$ cat src/rtl/add_accumulator_pkg.sv
// Shared types and helpers for the batch add accumulator.
package add_accumulator_pkg;

  // Collecting operands, or holding a finished batch result.
  typedef enum logic {
    ACC  = 1'b0,
    DONE = 1'b1
  } state_t;

  // Width of a counter that must represent 0..count inclusive.
  function automatic int count_width(input int count);
    return (count < 1) ? 1 : $clog2(count + 1);
  endfunction

endpackage

$ cat src/rtl/add_accumulator_if.sv
// Operand and result handshake bundle for add_accumulator.
//
// Handshake semantics: a transfer happens on a rising edge where valid and
// ready are both 1. The producer holds valid and its payload until that edge.
// The consumer may assert ready independently of valid. Neither side may make
// ready depend combinationally on valid.
interface add_accumulator_if
  import add_accumulator_pkg::*;
#(
  parameter int N     = 4,
  parameter int COUNT = 4
) ();

  localparam int CW = count_width(COUNT);

  logic          in_op_valid;
  logic [N-1:0]  in_data;
  logic          out_op_ready;
  logic          in_clear;
  logic          out_res_valid;
  logic          in_res_ready;
  logic [N-1:0]  out_sum;
  logic          out_carry;
  logic          out_overflow;
  logic [CW-1:0] out_count;

  // Accumulator side.
  modport slave (
    input  in_op_valid, in_data, in_clear, in_res_ready,
    output out_op_ready, out_res_valid, out_sum, out_carry, out_overflow, out_count
  );

  // Environment side: operand producer and result consumer.
  modport master (
    output in_op_valid, in_data, in_clear, in_res_ready,
    input  out_op_ready, out_res_valid, out_sum, out_carry, out_overflow, out_count
  );

endinterface

$ cat src/rtl/add_accumulator_add_core.sv
// N-bit adder producing the wrapped sum, unsigned carry-out and signed overflow.
module add_core #(
  parameter int N = 4
) (
  input  logic [N-1:0] a,
  input  logic [N-1:0] b,
  output logic [N-1:0] s,
  output logic         c,
  output logic         ovf
);

  logic [N:0] wide;

  // Carry is bit N of the widened sum; overflow when equal-signed operands
  // produce a result of the other sign.
  always_comb begin
    wide = {1'b0, a} + {1'b0, b};
    s    = wide[N-1:0];
    c    = wide[N];
    ovf  = (a[N-1] == b[N-1]) && (wide[N-1] != a[N-1]);
  end

endmodule

$ cat src/rtl/add_accumulator.sv
// Batch accumulator: sums COUNT operands, tracking sticky carry and signed
// overflow, then holds the result until it is taken downstream.
module add_accumulator
  import add_accumulator_pkg::*;
#(
  parameter int N     = 4,
  parameter int COUNT = 4
) (
  input  logic   in_clk,
  input  logic   in_rst_n,
  add_accumulator_if.slave bus,
  output state_t dbg_state
);

  localparam int CW = count_width(COUNT);
  localparam logic [CW-1:0] LAST = CW'(COUNT - 1);

  state_t        state;
  logic [N-1:0]  acc;
  logic          carry;
  logic          overflow;
  logic [CW-1:0] count;
  logic          op_ready;
  logic          res_valid;

  logic [N-1:0]  add_s;
  logic          add_c;
  logic          add_ovf;

  add_core #(.N(N)) u_add_core (
    .a   (acc),
    .b   (bus.in_data),
    .s   (add_s),
    .c   (add_c),
    .ovf (add_ovf)
  );

  // FSM, datapath registers and registered handshake outputs. Clear beats
  // both operand acceptance and the result handshake. Ready is held low in
  // reset and rises on the first edge after it, so acceptance is keyed off
  // the registered ready rather than the state alone.
  always_ff @(posedge in_clk or negedge in_rst_n) begin
    if (!in_rst_n) begin
      state     <= ACC;
      acc       <= '0;
      carry     <= 1'b0;
      overflow  <= 1'b0;
      count     <= '0;
      op_ready  <= 1'b0;
      res_valid <= 1'b0;
    end else if (bus.in_clear) begin
      state     <= ACC;
      acc       <= '0;
      carry     <= 1'b0;
      overflow  <= 1'b0;
      count     <= '0;
      op_ready  <= 1'b1;
      res_valid <= 1'b0;
    end else begin
      case (state)
        ACC: begin
          op_ready <= 1'b1;
          if (bus.in_op_valid && op_ready) begin
            acc      <= add_s;
            carry    <= carry | add_c;
            overflow <= overflow | add_ovf;
            count    <= count + 1'b1;
            if (count == LAST) begin
              state     <= DONE;
              op_ready  <= 1'b0;
              res_valid <= 1'b1;
            end
          end
        end
        DONE: begin
          if (bus.in_res_ready) begin
            state     <= ACC;
            acc       <= '0;
            carry     <= 1'b0;
            overflow  <= 1'b0;
            count     <= '0;
            op_ready  <= 1'b1;
            res_valid <= 1'b0;
          end
        end
        default: begin
          state     <= ACC;
          op_ready  <= 1'b1;
          res_valid <= 1'b0;
        end
      endcase
    end
  end

  // All outputs come straight from registers.
  assign bus.out_op_ready  = op_ready;
  assign bus.out_res_valid = res_valid;
  assign bus.out_sum       = acc;
  assign bus.out_carry     = carry;
  assign bus.out_overflow  = overflow;
  assign bus.out_count     = count;
  assign dbg_state         = state;

endmodule

$ cat src/flat_wrapper.sv
// flat-port wrapper written by rule: the top's interface ports become plain ports
module add_accumulator_flat import add_accumulator_pkg::*;
#(
  parameter int N     = 4,
  parameter int COUNT = 4
)
  (in_clk, in_rst_n, dbg_state, bus_in_op_valid, bus_in_data, bus_in_clear, bus_in_res_ready, bus_out_op_ready, bus_out_res_valid, bus_out_sum, bus_out_carry, bus_out_overflow, bus_out_count);
  add_accumulator_if #(.N(N), .COUNT(COUNT)) bus_i ();
  input  logic in_clk;
  input  logic in_rst_n;
  output state_t dbg_state;
  input wire logic [$bits(bus_i.in_op_valid)-1:0] bus_in_op_valid;
  input wire logic [$bits(bus_i.in_data)-1:0] bus_in_data;
  input wire logic [$bits(bus_i.in_clear)-1:0] bus_in_clear;
  input wire logic [$bits(bus_i.in_res_ready)-1:0] bus_in_res_ready;
  output wire logic [$bits(bus_i.out_op_ready)-1:0] bus_out_op_ready;
  output wire logic [$bits(bus_i.out_res_valid)-1:0] bus_out_res_valid;
  output wire logic [$bits(bus_i.out_sum)-1:0] bus_out_sum;
  output wire logic [$bits(bus_i.out_carry)-1:0] bus_out_carry;
  output wire logic [$bits(bus_i.out_overflow)-1:0] bus_out_overflow;
  output wire logic [$bits(bus_i.out_count)-1:0] bus_out_count;
  assign bus_i.in_op_valid = bus_in_op_valid;
  assign bus_i.in_data = bus_in_data;
  assign bus_i.in_clear = bus_in_clear;
  assign bus_i.in_res_ready = bus_in_res_ready;
  assign bus_out_op_ready = bus_i.out_op_ready;
  assign bus_out_res_valid = bus_i.out_res_valid;
  assign bus_out_sum = bus_i.out_sum;
  assign bus_out_carry = bus_i.out_carry;
  assign bus_out_overflow = bus_i.out_overflow;
  assign bus_out_count = bus_i.out_count;
  add_accumulator #(.N(N), .COUNT(COUNT)) u_core (.in_clk(in_clk), .in_rst_n(in_rst_n), .bus(bus_i), .dbg_state(dbg_state));
endmodule
$ cat config.mk
export PLATFORM = sky130hd
export DESIGN_NAME = add_accumulator_flat
export DESIGN_NICKNAME = d
export VERILOG_FILES = /design/src/rtl/add_accumulator_pkg.sv /design/src/rtl/add_accumulator_if.sv /design/src/rtl/add_accumulator_add_core.sv /design/src/rtl/add_accumulator.sv /design/src/flat_wrapper.sv
export SDC_FILE = /design/constraint.sdc
export NUM_CORES = 1
export LEC_CHECK = 0
export BUFFER_PORTS_ARGS = -buffer_cell sky130_fd_sc_hd__buf_4
export CORE_MARGIN = 3
export CORE_UTILIZATION = 48
export CTS_BUF_LIST = sky130_fd_sc_hd__clkbuf_4 sky130_fd_sc_hd__clkbuf_8 sky130_fd_sc_hd__clkbuf_16
export DETAILED_ROUTE_END_ITERATION = 12
export GPL_ROUTABILITY_DRIVEN = 0
export PLACE_DENSITY = 0.86
export SLEW_MARGIN = 20
export SYNTH_ARGS = -nofsm -noshare
export SYNTH_HDL_FRONTEND = slang
export SYNTH_SLANG_ARGS = --single-unit
$ cat constraint.sdc
create_clock -name in_clk -period 2 [get_ports in_clk]
set_input_delay 0.1 -clock in_clk [delete_from_list [all_inputs] [get_ports in_clk]]
set_output_delay 0.1 -clock in_clk [all_outputs]
set_load 0.03 [all_outputs]
==> results of run 1 <==
==> cells by family (layout without fill, tap and decap cells) <==
family | after synthesis | in the layout | synth area share
AOI/OAI and AO/OA | 15 | 15 | 0.181
and+or+nand+nor | 14 | 14 | 0.143
DFF | 12 | 12 | 0.453
adders and majority gates | 7 | 7 | 0.143
buffers and inverters | 4 | 28 | 0.0226
xor gates and xnor gates | 3 | 3 | 0.0396
muxes | 1 | 1 | 0.0170
==> routing by layer <==
metal  wire length (microns)  vias to the layer above  GRT usage
met4                      14                        0     0.0361
met1                     615                      236      0.205
li1                        -                      252          -
met2                     653                       14      0.268
met5                       0                        -          0
met3                      71                        2     0.0297
==> report_power, final <==
group	switching (mW)	leakage (nW)	total [mW]	internal (mW)
clock network	0.0777	0.0138	0.147	0.0696
registers	0.0153	0.158	0.276	0.260
logic	0.0996	0.261	0.179	0.0791
total	0.193	0.432	0.602	0.409
==> per-stage QoR <==
| stage | instance area (sq um) | total power, mW | std cells | setup WS (ps) | utilization |
|---|---|---|---|---|---|
| floorplan | 663 | 0.392 | 56 | 361 | - |
| global placement | 831 | 0.453 | 90 | 537 | 0.692 |
| detailed placement | 831 | 0.459 | 90 | 485 | 0.692 |
| CTS | 863 | 0.605 | 94 | 461 | 0.719 |
| global route | 863 | 0.630 | 94 | 328 | 0.719 |
| finish | 863 | 0.602 | 94 | 451 | 0.719 |
==> how the worst min path moves through the flow <==
stage,startpoint,to,slack (ps),cells past startpoint
5_1_grt,bus_in_clear,u_core.dbg_state$_DFF_PN0_,40,2
2_1_floorplan,in_rst_n,u_core.bus.out_carry$_DFFE_PN0P_,-200,0
3_3_place_gp,in_rst_n,u_core.bus.out_count[1]$_DFFE_PN0P_,-50,1
4_1_cts,bus_in_clear,u_core.bus.out_carry$_DFFE_PN0P_,30,2
3_5_place_dp,in_rst_n,u_core.bus.out_count[1]$_DFFE_PN0P_,-50,1
6_report,bus_in_clear,u_core.bus.out_carry$_DFFE_PN0P_,30,2
==> cells in the mapped netlist (2+ instances only) <==
library cell	instances	area [sq um]
xnor2_1	2	17.5
a21oi_1	3	15.0
dfrtp_1	12	300
inv_1	4	15.0
a22o_1	4	35.0
nand2_1	3	11.3
o32ai_1	2	17.5
ha_1	6	75.1
a21o_1	2	15.0
==> area by class of cell <==
type,instances,area share
clock buffer,3,0.0261
inverter,4,0.0174
multi-input combinational,40,0.403
sequential,12,0.348
tap,14,0.0203
timing repair buffer,21,0.186
==> timing repair <==
action                                  4_1_cts  5_1_grt
endpoints found under the setup margin        0        0
endpoints found under the hold margin        12        0
hold buffers                                  1        0
==> flip-flops by register name, summed over array words and instances, names as in the netlist <==
signal	flops
u_core.bus.out_sum	4
u_core.bus.out_count	3
u_core.bus.out_carry	1
u_core.bus.out_op_ready	1
u_core.bus.out_overflow	1
u_core.bus.out_res_valid	1
u_core.dbg_state	1
==> reports/qor.yml, run 1 <==
setup_path:
  reg2reg_slack_ps: 450
  endpoint: "u_core.bus.out_carry$_DFFE_PN0P_"
  worstSetupEndpointType: "register"
  critical_path_depth: 7
  worstPathMaxFanout: 3
  reg2reg_depth: 7
  startpoint: "u_core.bus.out_sum[0]$_DFFE_PN0P_"
  critPathTopFamily: "adder cells"
  cp.buffers_inverters: 1
  crit_required_ps: 2200
  cp_slowest_stage_delay_ps: 400
  cp_cell_sequence: "ha_1 > inv_1 > fa_1 > nor2b_1 > o21a_1 > o21ai_0 > a21oi_1"
  reg2reg_to: "u_core.bus.out_carry$_DFFE_PN0P_"
  slowest_stage: "fa_1"
  critPathKind: "reg -> reg"
  start_kind: "register"
  worstPathArrival_ps: 1750
  r2r-start: "u_core.bus.out_sum[0]$_DFFE_PN0P_"
timing:
  fin_crit_ps: 1550
  setup_viol: 0
  skew_ps: 3.24
  worstMarginPinSlew_ps: 435
  max_freq_ghz: 0.645
  rsz0062_at_grt: "no"
  slew_headroom: 0.708
  slew_viol_final: 0
  post-route-period-util: 0.775
  hold_ws_ps: 30.9
  hold_violations: 0
  fin_setup_tns_ps: 0
cts:
  cts_setup_buffers: 0
  post_cts_resized: 0
  cts_root_buffer: "clkbuf_4"
  tritoncts: "done"
  htree_levels: 1
  clock_latency_ps: 270
  clock-sinks: 12
  ctsLongestPathBuffers: 2
  clk_pin_slew_ps: 70
  cts_buffers: 3
worst_hold_path:
  hp-class: "in -> reg"
drt:
  drt-total-wl_microns: 1360
  via_count: 504
  drt_first_pass_iters: 4
  wire_per_inst_microns: 14.4
  drcViolationCount: 0
  final_antenna_net_count: 0
  vias_per_cell: 5.36
  first_iter_violations: 4
global_routing:
  grt_pass1_wl_microns: 2250
  overflow: 0
  grt_usage: 0.158
  grt_max_degree: 13
  grt_pass1_vias: 512
  antenna_found_initial: 0
power_and_ir_drop:
  leakagePower_nw: 0.432
  vdd_drop_max_v: 0.000495
  powerDensity_nw_per_um2: 697
floorplan:
  core_sq_um: 1200
  start_util: 0.552
  dieArea_sq_um: 1860
  num_rows: 12
  ios: 21
  die_width_microns: 43.2
  die_y_microns: 43.2
layout:
  drive_gt1_frac: 0.388
  n_antenna_cell: 0
  num-fill-cells: 93
  area_growth_syn_to_layout_pct: 30.2
  fin_nets: 98
  seq_area_sq_um: 300
  final_common_cell: "buf_4"
  layout_common_cells: "buf_4 (20), dfrtp_1 (12), ha_1 (6), inv_1 (4), a22o_1 (4)"
  multiInputGateArea_sq_um: 348
synthesis:
  synth_ff_type: "dfrtp_1"
  post_synth_num_cell_types: 27
  ys_warn_count: 0
  synthCells: 56
  async_reset_ff_frac: 1.00
  synth.net_count: 72
  ys_seq_area_frac: 0.453
  netlist_area_sq_um: 663
  synth_edf_count: 0
  synth-seq-cells: 12
  avgSynthCellArea_sq_um: 11.8
placement:
  place_hpwl_microns: 1100
  port_buffers: 20
run_status:
  status: "finished, final reports clean"
flow_run:
  maxCapViolCount: 0
Note: power is estimated with default switching activity, not from simulation.
==> run 2: changes to the inputs <==
ABC_AREA = 1   (was unset)
CORE_ASPECT_RATIO = 1.1   (was unset)
PLACE_DENSITY = 0.85   (was 0.86)
clock period = 1.5 ns   (was 2 ns; I/O delays follow)
==> run 2 against run 1 <==
Against the previous run: design area up 8.8%; largest cell class unchanged; clock power up 56%; hold slack better by 82 ps; non-clock buffer count up 3; clock-buffer cell count up 1; die area up 2.8%; fmax up 8.7%; final cell count up 28%; largest power group unchanged.
==> reports/qor.yml, run 2 <==
synthesis:
  synth_xor_area_frac: 0  # was 0.0396
  post_synth_num_cell_types: 20  # was 27
  ys_seq_area_frac: 0.439  # was 0.453
  synth.most_common_cell: "nand2_1"  # was dfrtp_1
  synthAdderAreaFrac: 0.139  # was 0.143
  ys_top_cells_by_area: "dfrtp_1 (44%), ha_1 (11%), nand2_1 (8.8%)"  # was dfrtp_1 (45%), ha_1 (11%), a22o_1 (5.3%)
  ys_top_cells_by_count: "nand2_1 (16), dfrtp_1 (12), inv_1 (12), ha_1 (6)"  # was dfrtp_1 (12), ha_1 (6), a22o_1 (4), inv_1 (4)
  synthCells: 77  # was 56
  avgSynthCellArea_sq_um: 8.89  # was 11.8 sq um
  synth_mux_area_frac: 0  # was 0.0170
  synth_edf_count: 0  # unchanged
  synth_top_area_share: 0.439  # was 0.453
  synth_ff_type: "dfrtp_1"  # unchanged
  synth-simple-area-share: 0.225  # was 0.143
  netlist_area_sq_um: 684  # was 663 sq um
  yosysTopAreaCell: "dfrtp_1"  # unchanged
  synth-compound-area-share: 0.119  # was 0.181
  synth.net_count: 93  # was 72
  synth-seq-cells: 12  # unchanged
  async_reset_ff_frac: 1.00  # unchanged
  synth_top_family_by_area: "simple AND/OR/NAND/NOR gates"  # was compound AO/OA/AOI/OAI gates
  ys_warn_count: 0  # unchanged
cts:
  cts_buffers: 3  # unchanged
  htree_levels: 1  # unchanged
  cts_root_buffer: "clkbuf_4"  # unchanged
  tritoncts: "done"  # unchanged
  ctsLongestPathBuffers: 2  # unchanged
  clock_latency_ps: 270  # about the same
  clock-sinks: 12  # unchanged
  clk_pin_slew_ps: 80  # was 70 ps
setup_path:
  start_kind: "register"  # unchanged
  critPathMostFrequentCell: "nand2_1"
  cp_slowest_stage_delay_ps: 390  # was 400 ps
  critPathTopFamily: "adder cells"  # unchanged
  reg2reg_slack_ps: 70  # was 450 ps
  worstPathMaxFanout: 2  # was 3
  crit_required_ps: 1710  # was 2200 ps
  cp.buffers_inverters: 1  # unchanged
  worstSetupEndpointType: "register"  # unchanged
  cp_cell_sequence: "ha_4 > inv_2 > fa_2 > nor2_2 > o21ai_1 > nand2_1 > nand2_1 > a21oi_2"  # was ha_1 > inv_1 > fa_1 > nor2b_1 > o21a_1 > o21ai_0 > a21oi_1
  slowest_stage: "dfrtp_2"  # was fa_1
  worstPathArrival_ps: 1640  # was 1750 ps
  r2r-start: "u_core.bus.out_sum[0]$_DFFE_PN0P_"  # unchanged
  reg2reg_depth: 8  # was 7
  critPathKind: "reg -> reg"  # unchanged
  reg2reg_to: "u_core.bus.out_carry$_DFFE_PN0P_"  # unchanged
layout:
  seq_area_sq_um: 303  # was 300 sq um
  largest_register_ffs: 4  # unchanged
  final_area_sq_um: 940  # was 863 sq um
  num-fill-cells: 96  # was 93
  n_antenna_cell: 0  # unchanged
  drive_gt1_frac: 0.429  # was 0.388
  final_common_cell: "buf_4"  # unchanged
  fin_util: 0.750  # was 0.719
  layout_common_cells: "buf_4 (23), nand2_1 (16), inv_1 (11), dfrtp_1 (10), ha_1 (5)"  # was buf_4 (20), dfrtp_1 (12), ha_1 (6), inv_1 (4), a22o_1 (4)
  final_cells: 120  # was 94
  area_growth_syn_to_layout_pct: 37.3  # was 30.2%
  fin_nets: 122  # was 98
  multiInputGateArea_sq_um: 352  # was 348 sq um
power_and_ir_drop:
  power_uw: 849  # was 602 uW
  vdd_drop_max_v: 0.000640  # was 0.000495 V
  powerDensity_nw_per_um2: 904  # was 697 nW/um^2
  leakagePower_nw: 0.482  # was 0.432 nW
global_routing:
  overflow: 0  # unchanged
  antenna_found_initial: 0  # unchanged
  grt_max_degree: 13  # unchanged
  grt_pass1_vias: 569  # was 512
  grt_pass1_wl_microns: 2370  # was 2250 microns
  grt_usage: 0.168  # was 0.158
timing:
  max_freq_ghz: 0.701  # was 0.645 GHz
  fin_setup_tns_ps: 0  # unchanged
  slew_viol_final: 0  # unchanged
  slew_headroom: 0.781  # was 0.708
  hold_ws_ps: 113  # was 30.9 ps
  rsz0062_at_grt: "yes"  # was no
  post-route-period-util: 0.951  # was 0.775
  fin_crit_ps: 1430  # was 1550 ps
  hold_violations: 0  # unchanged
  setup_viol: 0  # unchanged
  worstMarginPinSlew_ps: 327  # was 435 ps
  skew_ps: 5.99  # was 3.24 ps
  layout_setup_ws_ps: 74.1  # was 451 ps
drt:
  drt-total-wl_microns: 1410  # was 1360 microns
  first_iter_violations: 11  # was 4
  final_antenna_net_count: 0  # unchanged
  via_count: 607  # was 504
  drcViolationCount: 0  # unchanged
  vias_per_cell: 5.06  # was 5.36
  drt_first_pass_iters: 4  # unchanged
  wire_per_inst_microns: 11.7  # was 14.4 microns
placement:
  place_ws_ps: 5.60  # was 485 ps
  place_area_sq_um: 868  # was 831 sq um
  place_hpwl_microns: 1150  # was 1100 microns
  port_buffers: 20  # unchanged
  dp_cells: 112  # was 90
flow_run:
  maxCapViolCount: 0  # unchanged
floorplan:
  num_rows: 13  # was 12
  core_sq_um: 1250  # was 1200 sq um
  start_util: 0.546  # was 0.552
  die_width_microns: 42.0  # was 43.2 microns
  dieArea_sq_um: 1920  # was 1860 sq um
  die_y_microns: 45.6  # was 43.2 microns
  ios: 21  # unchanged
worst_hold_path:
  hold_start: "bus_in_clear"  # unchanged
  hp-class: "in -> reg"  # unchanged
  whs_path_depth: 4  # was 2
  min_to: "u_core.bus.out_sum[2]$_DFFE_PN0P_"  # was u_core.bus.out_carry$_DFFE_PN0P_
run_status:
  status: "finished, final reports clean"  # unchanged
## run 2: cells by family (layout without fill, tap and decap cells)
| group | Yosys count | in the layout |
|---|---|---|
| DFF | 12 | 12 |
| adders and majority gates | 7 | 7 |
| AOI/OAI and AO/OA | 13 | 13 |
| and+or+nand+nor | 31 | 31 |
| buffers and inverters | 14 | 42 |
## run 2: cell type report
type | count | share of cell area
clock buffer | 4 | 0.0320
inverter | 14 | 0.0573
multi-input combinational | 51 | 0.374
sequential | 12 | 0.322
tap | 15 | 0.0200
timing repair buffer | 24 | 0.194
## run 2: layer usage
| layer | routed length (microns) | vias to the layer above | GRT usage |
|---|---|---|---|
| met5 | 0 | - | 0 |
| met4 | 31 | 0 | 0.0962 |
| met3 | 88 | 4 | 0.0356 |
| met2 | 738 | 17 | 0.312 |
| met1 | 551 | 281 | 0.177 |
| li1 | - | 305 | - |
## run 2: worst max path at each step
stage / cells past startpoint / to / start
2_1_floorplan: 8 / u_core.bus.out_carry$_DFFE_PN0P_ / u_core.bus.out_sum[0]$_DFFE_PN0P_
3_3_place_gp: 8 / u_core.bus.out_carry$_DFFE_PN0P_ / u_core.bus.out_sum[0]$_DFFE_PN0P_
3_5_place_dp: 8 / u_core.bus.out_carry$_DFFE_PN0P_ / u_core.bus.out_sum[0]$_DFFE_PN0P_
4_1_cts: 8 / u_core.bus.out_carry$_DFFE_PN0P_ / u_core.bus.out_sum[0]$_DFFE_PN0P_
5_1_grt: 8 / u_core.bus.out_carry$_DFFE_PN0P_ / u_core.bus.out_sum[0]$_DFFE_PN0P_
6_report: 8 / u_core.bus.out_carry$_DFFE_PN0P_ / u_core.bus.out_sum[0]$_DFFE_PN0P_
## run 2: worst register-to-register path, stage by stage, from the launching register on
cell	delay [ps]
dfrtp_2	390
ha_4	130
inv_2	40
fa_2	370
nor2_2	120
o21ai_1	70
nand2_1	60
nand2_1	60
a21oi_2	120
## run 2: where the power goes
group	switching, mW	internal [mW]	total, mW
combinational	0.148	0.105	0.253
sequential	0.0186	0.347	0.365
clock	0.109	0.121	0.230
total	0.276	0.573	0.849
## run 2: what timing repair did
item                       in CTS  in global routing
pin swaps                       1                  4
gates resized for setup         1                  4
hold buffers                    1                  0
setup endpoints to repair       1                  1
setup buffers                   2                  1
hold endpoints to repair       12                  0
==> run 3: changes to the inputs <==
ABC_AREA = unset   (was 1)
CORE_ASPECT_RATIO = unset   (was 1.1)
PLACE_DENSITY = 0.86   (was 0.85)
==> run 3 against run 2 <==
Against the previous run: clock-buffer cell count unchanged; core utilization up 2.4 points; via count down 12%; global-route usage up 1.2 points; wire length up 7.9%; hold slack worse by 7.8 ps; the run now ends with setup timing left; largest cell class unchanged; sequential cell count unchanged; fmax down 6.0%; design area down 1.1%; critical path type unchanged.
==> reports/qor.yml, run 3 (synthesis results as in run 1) <==
run_status:
  status: "complete, but fails checks"  # was finished, final reports clean
  failed_checks: "setup timing"
timing:
  setup_viol: 2  # was 0
  slew_viol_final: 0  # unchanged
  fin_setup_tns_ps: -23.7  # was 0 ps
  rsz0062_at_grt: "yes"  # unchanged
  slew_headroom: 0.716  # was 0.781
  hold_ws_ps: 105  # was 113 ps
  fin_crit_ps: 1520  # was 1430 ps
  hold_violations: 0  # unchanged
  post-route-period-util: 1.01  # was 0.951
  skew_ps: 8.59  # was 5.99 ps
  max_freq_ghz: 0.659  # was 0.701 GHz
  worstMarginPinSlew_ps: 423  # was 327 ps
  layout_setup_ws_ps: -16.3  # was 74.1 ps
setup_path:
  slowest_stage: "dfrtp_2"  # unchanged
  cp_slowest_stage_delay_ps: 390  # about the same
  worstPathMaxFanout: 2  # unchanged
  reg2reg_to: "u_core.bus.out_sum[2]$_DFFE_PN0P_"  # was u_core.bus.out_carry$_DFFE_PN0P_
  cp.buffers_inverters: 2  # was 1
  reg2reg_slack_ps: -20  # was 70 ps
  crit_required_ps: 1720  # was 1710 ps
  cp_cell_sequence: "ha_4 > inv_2 > fa_2 > buf_4 > xnor2_1 > a22o_1"  # was ha_4 > inv_2 > fa_2 > nor2_2 > o21ai_1 > nand2_1 > nand2_1 > a21oi_2
  worstPathArrival_ps: 1730  # was 1640 ps
  critPathTopFamily: "adder cells"  # unchanged
  worstSetupEndpointType: "register"  # unchanged
  r2r-start: "u_core.bus.out_sum[0]$_DFFE_PN0P_"  # unchanged
  start_kind: "register"  # unchanged
  critPathKind: "reg -> reg"  # unchanged
  reg2reg_depth: 6  # was 8
global_routing:
  grt_pass1_wl_microns: 2560  # was 2370 microns
  antenna_found_initial: 0  # unchanged
  grt_usage: 0.180  # was 0.168
  grt_max_degree: 13  # unchanged
  overflow: 0  # unchanged
  grt_pass1_vias: 556  # was 569
cts:
  tritoncts: "done"  # unchanged
  clock-sinks: 12  # unchanged
  ctsLongestPathBuffers: 2  # unchanged
  clock_latency_ps: 270  # about the same
  htree_levels: 1  # unchanged
  cts_buffers: 3  # unchanged
  clk_pin_slew_ps: 80  # about the same
  cts_root_buffer: "clkbuf_4"  # unchanged
drt:
  final_antenna_net_count: 0  # unchanged
  first_iter_violations: 2  # was 11
  drcViolationCount: 0  # unchanged
  drt-total-wl_microns: 1520  # was 1410 microns
  drt_first_pass_iters: 4  # unchanged
  via_count: 536  # was 607
  wire_per_inst_microns: 15.5  # was 11.7 microns
  vias_per_cell: 5.47  # was 5.06
worst_hold_path:
  hp-class: "in -> reg"  # unchanged
  min_to: "u_core.dbg_state$_DFF_PN0_"  # was u_core.bus.out_sum[2]$_DFFE_PN0P_
  hold_start: "bus_in_res_ready"  # was bus_in_clear
  whs_path_depth: 3  # was 4
placement:
  port_buffers: 20  # unchanged
  place_area_sq_um: 848  # was 868 sq um
  place_hpwl_microns: 1080  # was 1150 microns
floorplan:
  die_y_microns: 43.2  # was 45.6 microns
  core_sq_um: 1200  # was 1250 sq um
  start_util: 0.552  # was 0.546
  ios: 21  # unchanged
  dieArea_sq_um: 1860  # was 1920 sq um
  die_width_microns: 43.2  # was 42.0 microns
  num_rows: 12  # was 13
layout:
  largest_register_ffs: 4  # unchanged
  drive_gt1_frac: 0.488  # was 0.429
  fin_util: 0.774  # was 0.750
  final_common_cell: "buf_4"  # unchanged
  fin_nets: 101  # was 122
  layout_common_cells: "buf_4 (22), dfrtp_1 (10), a22o_1 (4), ha_1 (4), clkbuf_4 (4)"  # was buf_4 (23), nand2_1 (16), inv_1 (11), dfrtp_1 (10), ha_1 (5)
  num-fill-cells: 82  # was 96
  area_growth_syn_to_layout_pct: 40.2  # was 37.3%
  final_area_sq_um: 930  # was 940 sq um
  n_antenna_cell: 0  # unchanged
power_and_ir_drop:
  vdd_drop_max_v: 0.000718  # was 0.000640 V
  powerDensity_nw_per_um2: 931  # was 904 nW/um^2
  leakagePower_nw: 0.447  # was 0.482 nW
  power_uw: 866  # was 849 uW
flow_run:
  maxCapViolCount: 0  # unchanged
-- run 3: area by class of cell --
| class | count | area, sq um | area share |
|---|---|---|---|
| clock buffer | 4 | 30.0 | 0.0323 |
| inverter | 4 | 15.0 | 0.0162 |
| multi-input combinational | 40 | 379 | 0.408 |
| sequential | 12 | 303 | 0.326 |
| tap | 14 | 17.5 | 0.0188 |
| timing repair buffer | 24 | 185 | 0.199 |
-- run 3: worst register-to-register path, stage by stage (launching register included) --
cell     delay [ps]
dfrtp_2         390
ha_4            140
inv_2            30
fa_2            370
buf_4           150
xnor2_1         220
a22o_1          160
-- run 3: report_power, final --
part	switching [mW]	internal [mW]	total (mW)
Combinational	0.144	0.119	0.263
Sequential	0.0228	0.348	0.371
Clock	0.111	0.121	0.232
-- run 3: metrics by stage --
step	setup slack (ps)	instances
2_1_floorplan	27.3	56
3_3_place_gp	41.2	90
3_5_place_dp	67.6	90
4_1_cts	12.6	96
5_1_grt	-94.7	98
6_report	-16.3	98
-- run 3: how the worst max path moves through the flow --
stage,startpoint,end,slack (ps),depth (start not counted)
floorplan,u_core.bus.out_sum[1]$_DFFE_PN0P_,u_core.bus.out_overflow$_DFFE_PN0P_,30,5
global placement,u_core.bus.out_sum[1]$_DFFE_PN0P_,u_core.bus.out_overflow$_DFFE_PN0P_,40,5
detailed placement,u_core.bus.out_sum[1]$_DFFE_PN0P_,u_core.bus.out_overflow$_DFFE_PN0P_,70,5
CTS,u_core.bus.out_sum[1]$_DFFE_PN0P_,u_core.bus.out_overflow$_DFFE_PN0P_,10,5
global route,u_core.bus.out_sum[0]$_DFFE_PN0P_,u_core.bus.out_carry$_DFFE_PN0P_,-90,7
finish,u_core.bus.out_sum[0]$_DFFE_PN0P_,u_core.bus.out_sum[2]$_DFFE_PN0P_,-20,6
-- run 3: metal layers --
metal,vias up,track usage,wire (microns)
li1,255,-,-
met1,260,0.246,604
met2,19,0.277,789
met3,2,0.0424,115
met4,0,0.0542,11
met5,-,0,0
-- run 3: what timing repair did --
item	in CTS	in global routing
gates resized for setup	0	4
hold endpoints to repair	13	0
endpoints found under the setup margin	0	2
hold buffers	2	0
setup buffers	0	2
